`src/rtl/qed_commit_tracker.sv`:
```
// -----------------------------------------------------------------------------
// qed_commit_tracker
//   Follows retiring original/duplicate instructions of an SQED stream.
//   Marks the consistency point T_C (sif_commit_pulsed), keeps the sticky
//   sif_commit flag, counts original and duplicate commits since T_C and raises
//   qed_check_valid whenever both counts match.
//
//   Optional feature macro: QED_SIF_REARM_EN
//     defined   : a matched window in TRACK can be closed with qed_rearm
//                 (only in a cycle without a commit) to open a fresh window.
//     undefined : one window per reset; qed_rearm is ignored.
// -----------------------------------------------------------------------------
module qed_commit_tracker #(
  parameter int CNT_W = 16
) (
  input  logic             clk,
  input  logic             rst,
  input  logic             sif_en,
  input  logic             commit_valid,
  input  logic             commit_dup,
  input  logic             qed_rearm,
  output logic [1:0]       sif_state,
  output logic             sif_commit,
  output logic             sif_commit_pulsed,
  output logic [CNT_W-1:0] qed_num_orig,
  output logic [CNT_W-1:0] qed_num_dup,
  output logic             qed_check_valid,
  output logic             qed_err
);

  typedef enum logic [1:0] {
    S_IDLE  = 2'd0,
    S_TRACK = 2'd1,
    S_ERROR = 2'd2
  } state_e;

  localparam logic [CNT_W-1:0] CNT_MAX = '1;

  state_e           state_q, state_d;
  logic             commit_q, commit_d;
  logic [CNT_W-1:0] orig_q, orig_d;
  logic [CNT_W-1:0] dup_q, dup_d;
  logic             err_q, err_d;

  logic orig_c;
  logic dup_c;
  logic counts_match;
  logic check_valid;
  logic rearm_req;

  assign orig_c       = commit_valid & ~commit_dup;
  assign dup_c        = commit_valid &  commit_dup;
  assign counts_match = (orig_q == dup_q);

`ifdef QED_SIF_REARM_EN
  // A rearm request competes with a commit; the commit always wins.
  assign rearm_req = qed_rearm & ~commit_valid;
`else
  logic unused_rearm;
  assign unused_rearm = qed_rearm;
  assign rearm_req    = 1'b0;
`endif

  // Combinational markers, forced low while reset is being applied.
  always_comb begin
    sif_commit_pulsed = ~rst & (state_q == S_IDLE) & sif_en & orig_c;
    check_valid       = ~rst & (state_q == S_TRACK) & counts_match & (orig_q != '0);
  end

  // Next-state and counter update for the tracking window.
  always_comb begin
    // NOTE: every _d gets its hold value first so no path leaves it unassigned,
    // which would otherwise infer a latch.
    state_d  = state_q;
    commit_d = commit_q;
    orig_d   = orig_q;
    dup_d    = dup_q;
    err_d    = err_q;
    unique case (state_q)
      S_IDLE: begin
        // Duplicates in IDLE and commits with sif_en low are ignored.
        if (sif_en && orig_c) begin
          state_d  = S_TRACK;
          commit_d = 1'b1;
          orig_d   = {{(CNT_W-1){1'b0}}, 1'b1};
          dup_d    = '0;
        end
      end
      S_TRACK: begin
        if (rearm_req && check_valid) begin
          state_d  = S_IDLE;
          commit_d = 1'b0;
          orig_d   = '0;
          dup_d    = '0;
        end else if (orig_c) begin
          if (orig_q == CNT_MAX) begin
            state_d = S_ERROR;
            err_d   = 1'b1;
          end else begin
            orig_d = orig_q + 1'b1;
          end
        end else if (dup_c) begin
          // A duplicate that would overtake its original is a protocol error.
          if (counts_match) begin
            state_d = S_ERROR;
            err_d   = 1'b1;
          end else begin
            dup_d = dup_q + 1'b1;
          end
        end
      end
      S_ERROR: begin
        // Absorbing until reset; everything holds.
      end
      default: begin
        state_d = S_IDLE;
      end
    endcase
  end

  // State register with synchronous reset.
  always_ff @(posedge clk) begin
    // NOTE: non-blocking assignments so every flop samples pre-edge values.
    if (rst) begin
      state_q  <= S_IDLE;
      commit_q <= 1'b0;
      orig_q   <= '0;
      dup_q    <= '0;
      err_q    <= 1'b0;
    end else begin
      state_q  <= state_d;
      commit_q <= commit_d;
      orig_q   <= orig_d;
      dup_q    <= dup_d;
      err_q    <= err_d;
    end
  end

  assign sif_state       = state_q;
  assign sif_commit      = commit_q;
  assign qed_num_orig    = orig_q;
  assign qed_num_dup     = dup_q;
  assign qed_check_valid = check_valid;
  assign qed_err         = err_q;

endmodule
```
`config.mk`:
```
export PLATFORM = sky130hd
export DESIGN_NAME = qed_commit_tracker
export DESIGN_NICKNAME = d
export VERILOG_FILES = /design/src/rtl/qed_commit_tracker.sv
export SDC_FILE = /design/constraint.sdc
export NUM_CORES = 1
export LEC_CHECK = 0
export BUFFER_PORTS_ARGS = -buffer_cell sky130_fd_sc_hd__buf_4
export CAP_MARGIN = 20
export CORE_MARGIN = 2
export CORE_UTILIZATION = 50
export CTS_BUF_LIST = sky130_fd_sc_hd__clkbuf_2
export CTS_CLUSTER_DIAMETER = 80
export DETAILED_ROUTE_END_ITERATION = 12
export PLACE_DENSITY = 0.71
export REMOVE_ABC_BUFFERS = 1
export SKIP_LAST_GASP = 1
export SLEW_MARGIN = 0
export SYNTH_ARGS = -nofsm -noshare
export SYNTH_HDL_FRONTEND = slang
export SYNTH_SLANG_ARGS = --single-unit
```
`constraint.sdc`:
```
create_clock -name clk -period 5.55 [get_ports clk]
set_clock_uncertainty 0.1 [all_clocks]
set_input_delay 1.11 -clock clk [delete_from_list [all_inputs] [get_ports clk]]
set_output_delay 1.11 -clock clk [all_outputs]
set_load 0.02 [all_outputs]
```
==> impl_metrics.csv <==
group,metric,value,unit
finish,nets,322,
sta,final.min_clock_period,3.659,ns
placement,io_buffer_count,42,
clock_tree,cts_tree,"yes",
run,timing.max_cap.violations,0,
clock_tree,htree_levels,2,
min_path,holdPathEnd,"qed_err",
routing,wl_per_cell,16.12,um
setup_path,ff2ff_setup_slack,3.00,ns
finish,stdcell_area,2554,um2
setup_path,rr_endpoint,"qed_num_dup[14]",
finish,mostFrequentLayoutCell,"buf_4",
run_status,outcome,"completed",
routing,wl,5850,um
sta,max_clock_freq,273.3,MHz
setup_path,crit_path_end_kind,"output port",
sta,tightest_slew,0.8321,ns
placement,place.gp.congestion,0.8660,
floorplan,initial_core_util,51.67,%
clock_tree,insertion_delay,0.39,ns
setup_path,worstPathArrival,2.45,ns
min_path,hp-class,"flop to flop",
finish,mostFrequentLayoutCells,"buf_4, dfxtp_1, nand2_1",
global_route,grt_overflow,0,
synth,async_flop_share,0,%
routing,final_antenna_net_count,0,
setup_path,ff2ff_path_depth,5,
routing,firstDrtPassIters,4,
setup_path,r2r-start,"sif_state[0]",
sta,worst_slack,1.891,ns
sta,fin_crit_sh,65.93,%
pwr,p_leak,0.001036,uW
setup_path,required,4.34,ns
min_path,whs_path_depth,1,
clock_tree,clockRootBuffer,"clkbuf_2",
clock_tree,cts_made_buffers,5,
sta,slew_headroom,44.41,%
floorplan,die_x,71.08,um
setup_path,critPathKind,"flop to output port",
finish,areaGrowthSynthToFinish,13.52,%
floorplan,dieArea,5052,um2
setup_path,start_kind,"flop",
placement,placed_area,2529,um2
pwr,vdd_drop_max,84.24,uV
clock_tree,clock_sinks,36,
clock_tree,cts_resized,0,
min_path,holdCritStartpoint,"qed_err",
synth,ys_ff_latch,36,
sta,finalMaxSlewViolations,0,
synth,synth_cell_types,53,
clock_tree,ctsHoldBuffers,0,
sta,setup-tns-final,0,ns
synth,synth_area,2250,um2
clock_tree,clk_pin_slew_worst_paths,0.17,ns
global_route,grt_pass1_vias,2102,
synth,yosysWarnings,0,
routing,vias,2243,
sta,rsz0062_at_grt,"no",
pwr,cellPowerDensity,161.8,nW/um2
routing,drt_iter0_drc,183,
routing,post-route-drc-count,0,
synth,yosysSeqAreaShare,32.04,%
setup_path,path_max_fanout,17,
clock_tree,cts_setup_buffers,0,
sta,hold_violations,0,
finish,drive_gt1_share,18.01,%
global_route,grtUsageTotal,24.67,%
floorplan,core.rowCount,24,
placement,pre_cts_ws,2.285,ns
sta,setup_violations,0,
floorplan,die_h,71.08,um
finish,antenna_cells,0,
clock_tree,clockBufferDepth,2,
floorplan,core,4354,um2
global_route,grt_pass1_wl,9963,um
synth,synth_edf_count,0,
placement,dp_hpwl,4236,um
routing,routed_via_density,6.179,
global_route,grt_max_degree,23,
synth,synth_top_flop_cell,"dfxtp_1",
synth,avgSynthCellArea,7.978,um2
floorplan,io_pins,44,
global_route,antenna_found_initial,0,
synth,syn_inst,282,
-- through the flow --
stage / cells / hold slack [ns] / util [%] / total power [uW]
final: 363 / 0.3893 / 58.65 / 413.2
after global routing: 363 / 0.4171 / 58.65 / 427.7
after CTS: 363 / 0.3915 / 58.65 / 414.3
after detailed placement: 358 / 0.3563 / 58.07 / 308.6
after global placement: 358 / 0.3581 / 58.07 / 308.3
after floorplan: 264 / 0.4428 / - / 291.3
-- cell usage after synthesis, types with 6 or more instances --
master / instances / share of area (%)
a21oi_1: 14 / 3.1
and3_1: 9 / 2.5
and4_1: 6 / 2.3
buf_2: 9 / 2.0
dfxtp_1: 36 / 32
inv_1: 6 / 1.0
nand2_1: 24 / 4.0
nand2b_1: 6 / 1.7
nand3_1: 15 / 3.3
nand4_1: 12 / 3.3
nor2_1: 23 / 3.8
nor3_1: 12 / 2.7
nor4_1: 6 / 1.7
o21ai_0: 9 / 2.0
or3_1: 7 / 1.9
xnor2_1: 6 / 2.3
xor2_1: 17 / 6.6
-- cell families after synthesis --
logic type | share of synthesized area (%)
and+or+nand+nor | 34.82
xor gates and xnor gates | 8.954
buffers and inverters | 5.672
muxes | 0.8899
DFF | 32.04
adders and majority gates | 1.669
AOI/OAI and AO/OA | 15.96
-- power breakdown --
group          switching (uW)  internal, uW
clock network            85.9          24.0
registers                2.41           260
logic                    28.7          11.8
total                     117           296
-- routing by layer --
| metal | vias up | share of wire (%) | track usage (%) |
|---|---|---|---|
| met3 | 10 | 6.3 | 5.698 |
| met2 | 86 | 45 | 37.90 |
| met5 | - | 0 | 0 |
| met1 | 1042 | 47 | 34.10 |
| met4 | 0 | 1.5 | 8.595 |
| li1 | 1105 | - | - |
-- how the worst max path moves through the flow --
stage                     start                end  slack [ns]  depth (start not counted)
3_5_place_dp                rst    qed_check_valid        2.29                          4
5_1_grt        qed_num_orig[11]    qed_check_valid        1.71                          5
6_report        qed_num_orig[3]    qed_check_valid        1.89                          5
3_3_place_gp                rst    qed_check_valid        2.28                          4
2_1_floorplan        commit_dup  sif_commit_pulsed        2.57                          3
4_1_cts        qed_num_orig[11]    qed_check_valid        1.95                          5
-- state kept, by name (all words and copies together) (netlist names) --
name / cells
sif_state: 2
sif_commit: 1
qed_num_orig: 16
qed_err: 1
qed_num_dup: 16
-- critical path, stage by stage (launching register included) --
cell and delay [ns]:
dfxtp_1 0.54, xor2_1 0.11, nor4_1 0.37, and4_1 0.64, and3_1 0.25, buf_4 0.14
-- cell type report --
cell class | count | area, um2
Clock buffer | 5 | 25.02
Fill cell | 412 | 1800
Inverter | 7 | 26.28
Multi-Input combinational cell | 221 | 1401
Sequential cell | 36 | 720.7
Tap cell | 52 | 65.06
Timing Repair Buffer | 42 | 315.3
No activity file was read; power rests on OpenSTA's default activity.
